[src/rtl/sdes_pkg.sv]
// Shared definitions for the iterative S-DES engine.
//   - Permutation tables in the textbook 1-based, MSB-first notation
//     (entry j names the source bit feeding output bit j, bit 1 = MSB).
//   - S0/S1 substitution boxes, flattened as {row, col}.
//   - FSM state encoding.
//   - Permutation helpers, 5-bit rotate and the mod-5 shift-pointer schedule.
package sdes_pkg;

  typedef enum logic [1:0] {IDLE, ROUND, DONE} state_t;

  localparam int P10_TAB    [10] = '{3, 5, 2, 7, 4, 10, 1, 9, 8, 6};
  localparam int P8_TAB     [8]  = '{6, 3, 7, 4, 8, 5, 10, 9};
  localparam int P4_TAB     [4]  = '{2, 4, 3, 1};
  localparam int IP_TAB     [8]  = '{2, 6, 3, 1, 4, 8, 5, 7};
  localparam int IP_INV_TAB [8]  = '{4, 1, 3, 5, 7, 2, 8, 6};
  localparam int EP_TAB     [8]  = '{4, 1, 2, 3, 2, 3, 4, 1};

  // Row is {outer bits}, column is {inner bits} of the 4-bit input.
  localparam logic [1:0] S0_TAB [16] = '{
    2'd1, 2'd0, 2'd3, 2'd2,
    2'd3, 2'd2, 2'd1, 2'd0,
    2'd0, 2'd2, 2'd1, 2'd3,
    2'd3, 2'd1, 2'd3, 2'd2};
  localparam logic [1:0] S1_TAB [16] = '{
    2'd0, 2'd1, 2'd2, 2'd3,
    2'd2, 2'd0, 2'd1, 2'd3,
    2'd3, 2'd0, 2'd1, 2'd0,
    2'd2, 2'd1, 2'd0, 2'd3};

  // Shift-pointer steps: encrypt walks the schedule forward (+2 mod 5),
  // decrypt walks it backward (+3 mod 5 == -2 mod 5).
  localparam logic [2:0] SH_STEP_ENC = 3'd2;
  localparam logic [2:0] SH_STEP_DEC = 3'd3;

  // Outputs are shifted in MSB first, so table entry 0 lands on the MSB.
  function automatic logic [9:0] p10(input logic [9:0] k);
    logic [9:0] r;
    r = '0;
    for (int i = 0; i < 10; i++) r = {r[8:0], k[4'(10 - P10_TAB[4'(i)])]};
    return r;
  endfunction

  function automatic logic [7:0] p8(input logic [9:0] k);
    logic [7:0] r;
    r = '0;
    for (int i = 0; i < 8; i++) r = {r[6:0], k[4'(10 - P8_TAB[3'(i)])]};
    return r;
  endfunction

  function automatic logic [7:0] ip(input logic [7:0] x);
    logic [7:0] r;
    r = '0;
    for (int i = 0; i < 8; i++) r = {r[6:0], x[3'(8 - IP_TAB[3'(i)])]};
    return r;
  endfunction

  function automatic logic [7:0] ip_inv(input logic [7:0] x);
    logic [7:0] r;
    r = '0;
    for (int i = 0; i < 8; i++) r = {r[6:0], x[3'(8 - IP_INV_TAB[3'(i)])]};
    return r;
  endfunction

  function automatic logic [7:0] ep(input logic [3:0] x);
    logic [7:0] r;
    r = '0;
    for (int i = 0; i < 8; i++) r = {r[6:0], x[2'(4 - EP_TAB[3'(i)])]};
    return r;
  endfunction

  function automatic logic [3:0] p4(input logic [3:0] x);
    logic [3:0] r;
    r = '0;
    for (int i = 0; i < 4; i++) r = {r[2:0], x[2'(4 - P4_TAB[2'(i)])]};
    return r;
  endfunction

  function automatic logic [1:0] s0(input logic [3:0] x);
    return S0_TAB[{x[3], x[0], x[2], x[1]}];
  endfunction

  function automatic logic [1:0] s1(input logic [3:0] x);
    return S1_TAB[{x[3], x[0], x[2], x[1]}];
  endfunction

  function automatic logic [4:0] rotl5(input logic [4:0] v, input logic [2:0] n);
    case (n)
      3'd1:    return {v[3:0], v[4]};
      3'd2:    return {v[2:0], v[4:3]};
      3'd3:    return {v[1:0], v[4:2]};
      3'd4:    return {v[0], v[4:1]};
      default: return v;
    endcase
  endfunction

  function automatic logic [2:0] sh_step(input logic [2:0] sh, input logic [2:0] step);
    logic [3:0] t;
    t = {1'b0, sh} + {1'b0, step};
    if (t >= 4'd5) t = t - 4'd5;
    return t[2:0];
  endfunction

  // Cumulative rotation for round n: c_1 = 1, c_n = c_{n-1} + 2 (mod 5).
  function automatic logic [2:0] sh_at_round(input int n);
    return 3'((2 * n - 1) % 5);
  endfunction

endpackage

[src/rtl/sdes_fk.sv]
// S-DES round function fk (combinational).
//   blk      : current block {L, R}
//   k        : 8-bit round subkey
//   blk_next : {L ^ F(R, k), R}; the half swap is left to the caller
module sdes_fk
  import sdes_pkg::*;
(
  input  logic [7:0] blk,
  input  logic [7:0] k,
  output logic [7:0] blk_next
);

  logic [7:0] mix;
  logic [3:0] sbox_out;

  assign mix      = ep(blk[3:0]) ^ k;
  assign sbox_out = {s0(mix[7:4]), s1(mix[3:0])};
  assign blk_next = {blk[7:4] ^ p4(sbox_out), blk[3:0]};

endmodule

[src/rtl/sdes_iter_core.sv]
// Iterative S-DES engine, one Feistel round per clock.
//   CLOCK_50  : system clock
//   rst       : synchronous, active-high reset
//   in_valid/in_ready   : input handshake (ready only while idle)
//   data_in, key_in     : block and raw 10-bit key, sampled at acceptance
//   decrypt             : 0 encrypt, 1 decrypt, sampled at acceptance
//   out_valid/out_ready : output handshake; data_out held until taken
//   busy                : high while rounds are in progress
// NUM_ROUNDS (1..15) sets the Feistel depth; 2 gives standard S-DES.
module sdes_iter_core
  import sdes_pkg::*;
#(
  parameter int NUM_ROUNDS = 2
) (
  input  logic       CLOCK_50,
  input  logic       rst,
  input  logic       in_valid,
  output logic       in_ready,
  input  logic [7:0] data_in,
  input  logic [9:0] key_in,
  input  logic       decrypt,
  output logic       out_valid,
  input  logic       out_ready,
  output logic [7:0] data_out,
  output logic       busy
);

  localparam logic [3:0] LAST_RND = 4'(NUM_ROUNDS - 1);
  localparam logic [3:0] END_RND  = 4'(NUM_ROUNDS);
  localparam logic [2:0] SH_DEC0  = sh_at_round(NUM_ROUNDS);

  state_t     state, state_nxt;
  logic       in_ready_r;
  logic [7:0] data_out_r;
  logic [3:0] rnd;
  logic [7:0] blk;
  logic [9:0] kreg;
  logic       mode;
  logic [2:0] sh;

  logic       accept;
  logic       round_en;
  logic       finish;
  logic [7:0] subkey;
  logic [7:0] fk_out;
  logic [7:0] blk_upd;

  assign accept = in_valid && in_ready_r && (state == IDLE);

  // Subkey derived from the unchanging key register and the shift pointer.
  assign subkey = p8({rotl5(kreg[9:5], sh), rotl5(kreg[4:0], sh)});

  sdes_fk u_fk (
    .blk      (blk),
    .k        (subkey),
    .blk_next (fk_out)
  );

  assign blk_upd = (rnd == LAST_RND) ? fk_out : {fk_out[3:0], fk_out[7:4]};

  // ROUND lasts NUM_ROUNDS+1 cycles: one per round, then one to publish.
  always_comb begin
    state_nxt = state;
    round_en  = 1'b0;
    finish    = 1'b0;
    case (state)
      IDLE:  if (accept) state_nxt = ROUND;
      ROUND: begin
        if (rnd == END_RND) begin
          finish    = 1'b1;
          state_nxt = DONE;
        end else begin
          round_en  = 1'b1;
        end
      end
      DONE:  if (out_ready) state_nxt = IDLE;
      default: state_nxt = IDLE;
    endcase
  end

  // Control registers
  always_ff @(posedge CLOCK_50) begin
    if (rst) begin
      state      <= IDLE;
      in_ready_r <= 1'b0;
      data_out_r <= 8'h00;
      rnd        <= 4'd0;
    end else begin
      state      <= state_nxt;
      in_ready_r <= (state_nxt == IDLE);
      if (accept)        rnd <= 4'd0;
      else if (round_en) rnd <= rnd + 4'd1;
      if (finish) data_out_r <= ip_inv(blk);
    end
  end

  // Datapath registers
  always_ff @(posedge CLOCK_50) begin
    if (accept) begin
      blk  <= ip(data_in);
      kreg <= p10(key_in);
      mode <= decrypt;
      sh   <= decrypt ? SH_DEC0 : 3'd1;
    end else if (round_en) begin
      blk  <= blk_upd;
      sh   <= sh_step(sh, mode ? SH_STEP_DEC : SH_STEP_ENC);
    end
  end

  assign in_ready  = in_ready_r;
  assign out_valid = (state == DONE);
  assign busy      = (state == ROUND);
  assign data_out  = data_out_r;

endmodule

[config.mk]
export PLATFORM = sky130hd
export DESIGN_NAME = sdes_iter_core
export DESIGN_NICKNAME = d
export VERILOG_FILES = /design/src/rtl/sdes_pkg.sv /design/src/rtl/sdes_fk.sv /design/src/rtl/sdes_iter_core.sv
export SDC_FILE = /design/constraint.sdc
export NUM_CORES = 1
export LEC_CHECK = 0
export ABC_AREA = 1
export BUFFER_PORTS_ARGS = -buffer_cell sky130_fd_sc_hd__buf_2
export CAP_MARGIN = 10
export CORE_AREA = 4 4 41 43
export CTS_BUF_LIST = sky130_fd_sc_hd__clkbuf_8
export DETAILED_ROUTE_END_ITERATION = 6
export DIE_AREA = 0 0 45 47
export PLACE_DENSITY = 0.71
export SYNTH_ARGS = -nofsm -noshare
export SYNTH_HDL_FRONTEND = slang
export SYNTH_SLANG_ARGS = --single-unit
[constraint.sdc]
create_clock -name CLOCK_50 -period 1.19 [get_ports CLOCK_50]
set_input_delay 0.0595 -clock CLOCK_50 [delete_from_list [all_inputs] [get_ports CLOCK_50]]
set_output_delay 0.0595 -clock CLOCK_50 [all_outputs]
set_load 0.02 [all_outputs]
---- Word level (Yosys, flattened, before mapping) ----
Memory sizes are Yosys's and may differ from the RTL's.
Cells that the tools add are included.
cells by class
  add/sub/neg operators ................... 1
  $lt $le $gt $ge ......................... 1
  equal/unequal tests ..................... 5
  mux-type cells .......................... 13
  bitwise logic cells ..................... 3
  reductions and logical operators ........ 7
operator list
  operator              count
  $mux 8                3
  $mux 1                6
  $mux 2                3
  $pmux 2 s3            1
  $ge 5x5->1 const B    1
  $not 4->5             1
  $add 4x1->4 const B   1
  $eq 4x1->1 const B    1
  $eq 4x2->1 const B    1
  $logic_not 2->1       2
  $xor 4x4->4           1
  $xor 4x4->4 const AB  1
  $eq 2x1->1 const B    1
  $eq 2x2->1 const B    1
  $logic_and 1x1->1     2
  $ne 2x2->1 const B    1
  $reduce_and 2->1      1
  $reduce_bool 2->1     1
  $reduce_or 2->1       1
storage, ports and cells
  register bits after elaboration ......... 16
  ROM bits ................................ 32
  input bits .............................. 23
  word-level logic and storage cells ...... 37
  memories kept ........................... 1
memory list
  name              depth  bits a word  rd ports  clocked after Yosys merged registers in  wr ports  RTL line        text
  (name not given)  16     2            1         0                                        0         sdes_pkg.sv:83  return S1_TAB[{x[3], x[0], x[2], x[1]}];

---- Logic depth before layout (Yosys ltp) ----
Gate-level depths: netlist (run 1).
  depth after elaboration ................. 9
  depth in mapped cells ................... 6

---- Modules after synthesis ----
Synthesis (run 1) repeated with hierarchy kept, for this count alone.
second synthesis, totals
  cells, all modules ...................... 168
  area, all modules ....................... 1470.2 µm²
by module, submodules not included
  module          times used  cells an instance  area each (µm²)  sequential area each (µm²)
  sdes_iter_core  1           159                1406.3           700.7
  sdes_fk         1           9                  63.8             0.0

---- Least setup slack after synthesis (run 1) ----
No wires, ideal clock.
  path type ............................... register -> register
  from .................................... register rnd[0]
  to ...................................... register rnd[1]
  arrival ................................. 0.971 ns
  data required time ...................... 1.077 ns
  slack ................................... 0.106 ns
  cell stages (with the launch flop) ...... 7
  path buffers ............................ 0
  clock period less this slack ............ 1.084 ns
  cell sequence ........................... dfxtp_1 > inv_1 > ha_1 > a21oi_2 > nand2_1 > nand2_1 > nor2_1
on the way
  word-level cells in the longest chain between the ends .. 3
ends and longest elaborated chain
  item                    RTL line              text
  start, declared         sdes_iter_core.sv:35  logic [3:0] rnd;
  start signal, assigned  sdes_iter_core.sv:92  else if (round_en) rnd <= rnd + 4'd1;
  $eq 4x2->1              sdes_iter_core.sv:69  if (rnd == END_RND) begin
  $mux 1                  sdes_iter_core.sv:69
  $mux 1                  sdes_iter_core.sv:66  case (state)
Several ways; a longest one is shown, not always the timed one.
A chain may end at the register's enable or synchronous reset.

---- Final worst setup path (run 1) ----
  from .................................... register rnd[1]
  to ...................................... register rnd[3]
The elaborated chain is that of the path after synthesis.

==> results.cfg, run 1 <==
[die]
num_rows = 13
die_y_um = 47
dieArea_um2 = 2115
initial_core_util_pct = 32.21
die_x_um = 45
coreArea_um2 = 1301
ios = 34

[grt]
grt_pass1_wl_um = 1173
grt-ovfl-total = 0
track_usage_pct = 8.228
grt_pass1_vias = 297
grt_start_max_net_pins = 7
grt_antenna_before_repair = 0

[worst_hold_path]
hold_class = in -> reg
hp-start = in_valid
holdPathEnd = state[0]$_SDFF_PP0_
whs_path_depth = 3

[clock_network]
post_cts_buffers = 0
cts_max_path_buffers = 2
cts.sinks = 7
cts_tree = built
clock_latency_ns = 0.23
root_buffer = clkbuf_8
path_clk_slew_ns = 0.04
h-tree-depth = 1
cts-buffers-inserted = 3

[route]
wl_per_cell_um = 8.045
remaining_drc_errors = 0
routed_via_density = 3.920
drt_iter0_drc = 2
dr.pass1.iters = 2
drt-total-wl_um = 708
ant_nets = 0
vias = 345

[logic_synthesis]
avgSynthCellArea_um2 = 6.761
yosysWarnings = 0
syn_inst = 62
synthDistinctLibCells = 13
synth.ff_latch_count = 7
syn_area_um2 = 419.2
synth-seq-area-share_pct = 33.43

[setup_path]
reg2reg_from = rnd[1]$_SDFFE_PP0P_
worstSetupStartpointType = register
cp.required_ns = 1.35
r2r-end = rnd[3]$_SDFFE_PP0P_
cp_max_fo = 5
crit_type = reg -> reg
cp-end-kind = register
rrSetupSlack_ns = 0.15
reg2reg_depth = 5
arrival_ns = 1.20

[final_layout]
syn2layout_area_growth_pct = 19.10
nFillCells = 144
stdcell_count = 88
multi_input_area_um2 = 214.0
mostFrequentLayoutCells = nand2_1, inv_1, conb_1
drive_gt1_share_pct = 20.55
nets = 99
n_antenna_cell = 0
register_area_um2 = 140.1
layout_commonest_cell = nand2_1

[run_status]
status = finished, final reports clean

[timing]
min_period_over_period_pct = 87.71
clock.fmax_mhz = 958.1
rsz0062_at_grt = no
fin_skew_ns = 0.002972
finalHoldViolCount = 0
setup_violations = 0
finalMaxSlewViolations = 0
finalSetupTns_ns = 0
finalWorstPathRequiredPeriod_ns = 1.044

[power_and_ir_drop]
leakagePower_nw = 0.2497
peakVddDrop_v = 0.0004765
powerDensity_nw_per_um2 = 1387

[job]
drv_cap = 0

[placed_design]
dp.cells = 83
io_buffers = 6
place.gp.congestion = 0.7527
hpwl_um = 564.5
-- critical path, stage by stage (launching register included) --
cell,delay [ns]
dfxtp_1,0.39
ha_2,0.23
nand2_2,0.08
nand2_2,0.09
nand2_1,0.05
a21oi_1,0.13
-- final cells by class --
class	instances	share of cell area, %
multi-input combinational	45	42.86
inverter	9	6.767
timing repair buffer	8	9.524
tap	15	3.759
sequential	7	28.07
clock inverter	1	0.7519
clock buffer	3	8.271
-- registers in the layout, summed over array words and instances, names as in the netlist --
name and flops:
rnd 4, state 2, in_ready 1
-- worst max path at each step --
| stage | from | slack [ns] | cells past startpoint | to |
|---|---|---|---|---|
| finish | rnd[1]$_SDFFE_PP0P_ | 0.15 | 5 | rnd[3]$_SDFFE_PP0P_ |
| global route | rnd[1]$_SDFFE_PP0P_ | 0.03 | 5 | rnd[3]$_SDFFE_PP0P_ |
| CTS | rnd[0]$_SDFFE_PP0P_ | 0.09 | 6 | rnd[1]$_SDFFE_PP0P_ |
| detailed placement | rnd[0]$_SDFFE_PP0P_ | 0.1 | 6 | rnd[1]$_SDFFE_PP0P_ |
| global placement | rnd[0]$_SDFFE_PP0P_ | 0.12 | 6 | rnd[1]$_SDFFE_PP0P_ |
| floorplan | rnd[0]$_SDFFE_PP0P_ | 0.11 | 6 | rnd[1]$_SDFFE_PP0P_ |
-- where the power goes --
| group | internal, W | leakage (nW) | total (W) | switching [W] |
|---|---|---|---|---|
| Clock | 0.000223 | 0.0269 | 0.000326 | 0.000103 |
| Sequential | 0.000249 | 0.0571 | 0.000257 | 0.00000838 |
| Combinational | 0.0000340 | 0.166 | 0.000109 | 0.0000752 |
| Total | 0.000506 | 0.250 | 0.000692 | 0.000187 |
-- cells in the mapped netlist --
| master | count | share of area [%] |
|---|---|---|
| inv_1 | 9 | 8.1 |
| nor2_1 | 5 | 4.5 |
| nand2_1 | 17 | 15 |
| dfxtp_1 | 7 | 33 |
| nor2_2 | 1 | 1.5 |
| a21oi_2 | 1 | 2.1 |
| ha_1 | 2 | 6.0 |
| a21oi_1 | 5 | 6.0 |
| nand3_1 | 3 | 3.6 |
| buf_4 | 8 | 14 |
| nand4_1 | 1 | 1.5 |
| nand2_2 | 2 | 3.0 |
| conb_1 | 1 | 0.89 |
-- routing by layer --
| layer | up-vias | wire [um] | global-route usage (%) |
|---|---|---|---|
| li1 | 194 | - | - |
| met1 | 144 | 319 | 9.361 |
| met2 | 7 | 358 | 11.02 |
| met3 | 0 | 30 | 2.299 |
| met4 | 0 | 0 | 10.53 |
| met5 | - | 0 | 0 |
-- cells by family after synthesis --
family / count (synthesis) / share of synthesized area (%)
other cells: 1 / 0.8947
flops: 7 / 33.43
buf+inv: 17 / 22.39
simple gates: 29 / 29.25
fa+ha+maj: 2 / 5.969
compound gates: 6 / 8.059
-- metrics by stage --
step           hold slack [ns]  util [%]  cell area [um2]  total power [W]  setup WS, ns
4_1_cts                 0.1188     38.17            496.7        0.0007041       0.09256
5_1_grt                 0.1377     38.37            499.2        0.0007263       0.03059
2_1_floorplan           0.1286         -            445.4        0.0003605        0.1061
6_report                0.1242     38.37            499.2        0.0006924        0.1462
3_5_place_dp            0.2399     33.94            441.7        0.0003665       0.09731
3_3_place_gp            0.2326     33.94            441.7        0.0003655        0.1185
-- repair_timing --
action / 4_1_cts / 5_1_grt
hold endpoints to repair: 1 / 0
setup endpoints to repair: 0 / 3
hold buffers: 1 / 0
gates resized for setup: 0 / 1
(Power assumes the default switching activity.)
==> run 2: changes to the inputs <==
--- a/config.mk
+++ b/config.mk
@@ -5,14 +5,14 @@
 export SDC_FILE = /design/constraint.sdc
 export NUM_CORES = 1
 export LEC_CHECK = 0
-export ABC_AREA = 1
+export ABC_AREA = 0
 export BUFFER_PORTS_ARGS = -buffer_cell sky130_fd_sc_hd__buf_2
 export CAP_MARGIN = 10
 export CORE_AREA = 4 4 41 43
-export CTS_BUF_LIST = sky130_fd_sc_hd__clkbuf_8
+export CTS_BUF_LIST = sky130_fd_sc_hd__clkbuf_16
 export DETAILED_ROUTE_END_ITERATION = 6
 export DIE_AREA = 0 0 45 47
-export PLACE_DENSITY = 0.71
+export PLACE_DENSITY = 0.66
 export SYNTH_ARGS = -nofsm -noshare
 export SYNTH_HDL_FRONTEND = slang
 export SYNTH_SLANG_ARGS = --single-unit
==> results.cfg, run 2 <==
[die]
dieArea_um2 = 2115
initial_core_util_pct = 31.44
die_x_um = 45
coreArea_um2 = 1301
die_y_um = 47
num_rows = 13
ios = 34

[final_layout]
layout_commonest_cell = conb_1
mostFrequentLayoutCells = conb_1, buf_2, buf_4
stdcell_area_um2 = 608.1
syn2layout_area_growth_pct = 48.62
largest_register_ffs = 4
n_antenna_cell = 0
fin_util_pct = 46.73
largest-register = rnd
stdcell_count = 77
nets = 88
drive_gt1_share_pct = 54.84

[route]
drt-total-wl_um = 973
vias = 361
drt_iter0_drc = 5
dr.pass1.iters = 4
wl_per_cell_um = 12.64
routed_via_density = 4.688
ant_nets = 0
remaining_drc_errors = 0

[run_status]
status = finished with violations
failed_checks = setup timing

[placed_design]
io_buffers = 6
hpwl_um = 594.7
placed_area_um2 = 456.7
dp_slack_ns = -0.07868
dp.cells = 69
place.gp.congestion = 0.7574

[grt]
grt_start_max_net_pins = 7
grt_pass1_wl_um = 1511
track_usage_pct = 10.77
grt_antenna_before_repair = 0
grt-ovfl-total = 0
grt_pass1_vias = 346

[setup_path]
critical_path.cell_chain = inv_2 > ha_4 > or3b_4 > a21oi_2 > a311oi_2
crit_type = reg -> reg
cpPeakStageDelay_ns = 0.40
cp.required_ns = 1.30
arrival_ns = 1.37
slowest_stage = or3b_4
cp_max_fo = 3
cp-end-kind = register
worstSetupStartpointType = register

[timing]
finalMaxSlewViolations = 0
clock.fmax_mhz = 789.1
setup_violations = 2
fin_skew_ns = 0.0004966
min_period_over_period_pct = 106.5
finalWorstPathRequiredPeriod_ns = 1.267
worst_slack_ns = -0.07733
rsz0062_at_grt = yes
finalHoldViolCount = 0

[clock_network]
clock_latency_ns = 0.23
path_clk_slew_ns = 0.04
hold_buffers = 0
cts-buffers-inserted = 3
h-tree-depth = 1
root_buffer = clkbuf_16
cts.sinks = 7
cts_max_path_buffers = 2
cts_tree = built

[power_and_ir_drop]
p_seq_share_pct = 26.9
leakagePower_nw = 0.2590
finalPower_w = 0.0009939
power.switching_w = 0.0002401
powerDensity_nw_per_um2 = 1634
peakVddDrop_v = 0.001469
p_sw_share_pct = 24.15
p_clk_share_pct = 57.8
comb_power_share_pct = 15.2
p_int_w = 0.0007538

[logic_synthesis]
synthDistinctLibCells = 21
ys.flop_type = dfxtp_1
yosysWarnings = 0
ys_top_cells_by_count = buf_4, dfxtp_1, a21oi_1
syn_inst = 47
synth-seq-area-share_pct = 34.25
synth_top_area_cell = dfxtp_1
avgSynthCellArea_um2 = 8.705
synthTopCellsByArea = dfxtp_1, buf_4, a21oi_1
synth.ff_latch_count = 7
yosysMostFrequentCell = buf_4
synth_top_area_share_pct = 34.25
syn_area_um2 = 409.1
synth_edf_count = 0
async_flop_share_pct = 0

[job]
drv_cap = 0

[worst_hold_path]
hold_class = in -> reg
## run 2: final timing paths
path | from | endpoint | slack [ns] | depth (start not counted)
setup / recovery | rnd[0]$_SDFFE_PP0P_ | rnd[1]$_SDFFE_PP0P_ | -0.08 | 5
hold / removal | rst | state[0]$_SDFF_PP0_ | 0.04 | 2
setup reg to reg | rnd[0]$_SDFFE_PP0P_ | rnd[1]$_SDFFE_PP0P_ | -0.08 | 5
hold reg to reg | state[1]$_SDFF_PP0_ | state[0]$_SDFF_PP0_ | 0.45 | 1
## run 2: kinds of logic after synthesis
family | count (synthesis) | share of synthesized area [%]
AO/OA/AOI/OAI | 13 | 20.49
buffers and inverters | 12 | 18.35
AND/OR/NAND/NOR | 12 | 19.88
flip-flops | 7 | 34.25
adder cells (fa/ha/maj) | 2 | 6.115
other | 1 | 0.9166
## run 2: timing repair
item / in CTS / in global routing
pin swaps: 2 / 2
buffers inserted: 2 / 2
gates resized for setup: 4 / 8
endpoints found under the setup margin: 5 / 7
## run 2: through the flow
step	hold WS, ns	TNS (ns)
floorplan	0.1492	-0.02241
global placement	0.2859	-0.08643
detailed placement	0.2932	-0.1741
CTS	0.03584	-0.08943
global route	0.04333	-0.3331
finish	0.04133	-0.1535
## run 2: layer usage
layer | track usage (%) | up-vias | wire length [um]
met4 | 8.772 | 0 | 14
met2 | 16.95 | 10 | 509
li1 | - | 180 | -
met5 | 0 | - | 0
met3 | 5.747 | 2 | 61
met1 | 10.53 | 169 | 387
## run 2: critical path, delay by kind of cell (launching register included)
family          cells  cell delay, ns
simple gates        1            0.40
flops               1            0.33
buf+inv             1            0.07
fa+ha+maj           1            0.14
compound gates      2            0.21
## run 2: power groups by stage
stage | registers [W] | logic (W) | clock network (W)
global route | 0.000269 | 0.000164 | 0.000608
CTS | 0.000266 | 0.000123 | 0.000584
floorplan | 0.000271 | 0.0000963 | 0
global placement | 0.000269 | 0.000109 | 0
finish | 0.000268 | 0.000151 | 0.000575
detailed placement | 0.000269 | 0.000111 | 0
## run 2: area by class of cell
type                    count  area, um2
clock buffers               3      75.07
clock inverters             1      3.754
fillers                   140      693.2
inverters                   4      18.77
multi-input cells          35      269.0
flip-flops and latches      7      147.6
well taps                  15      18.77
repair buffers             12      75.07
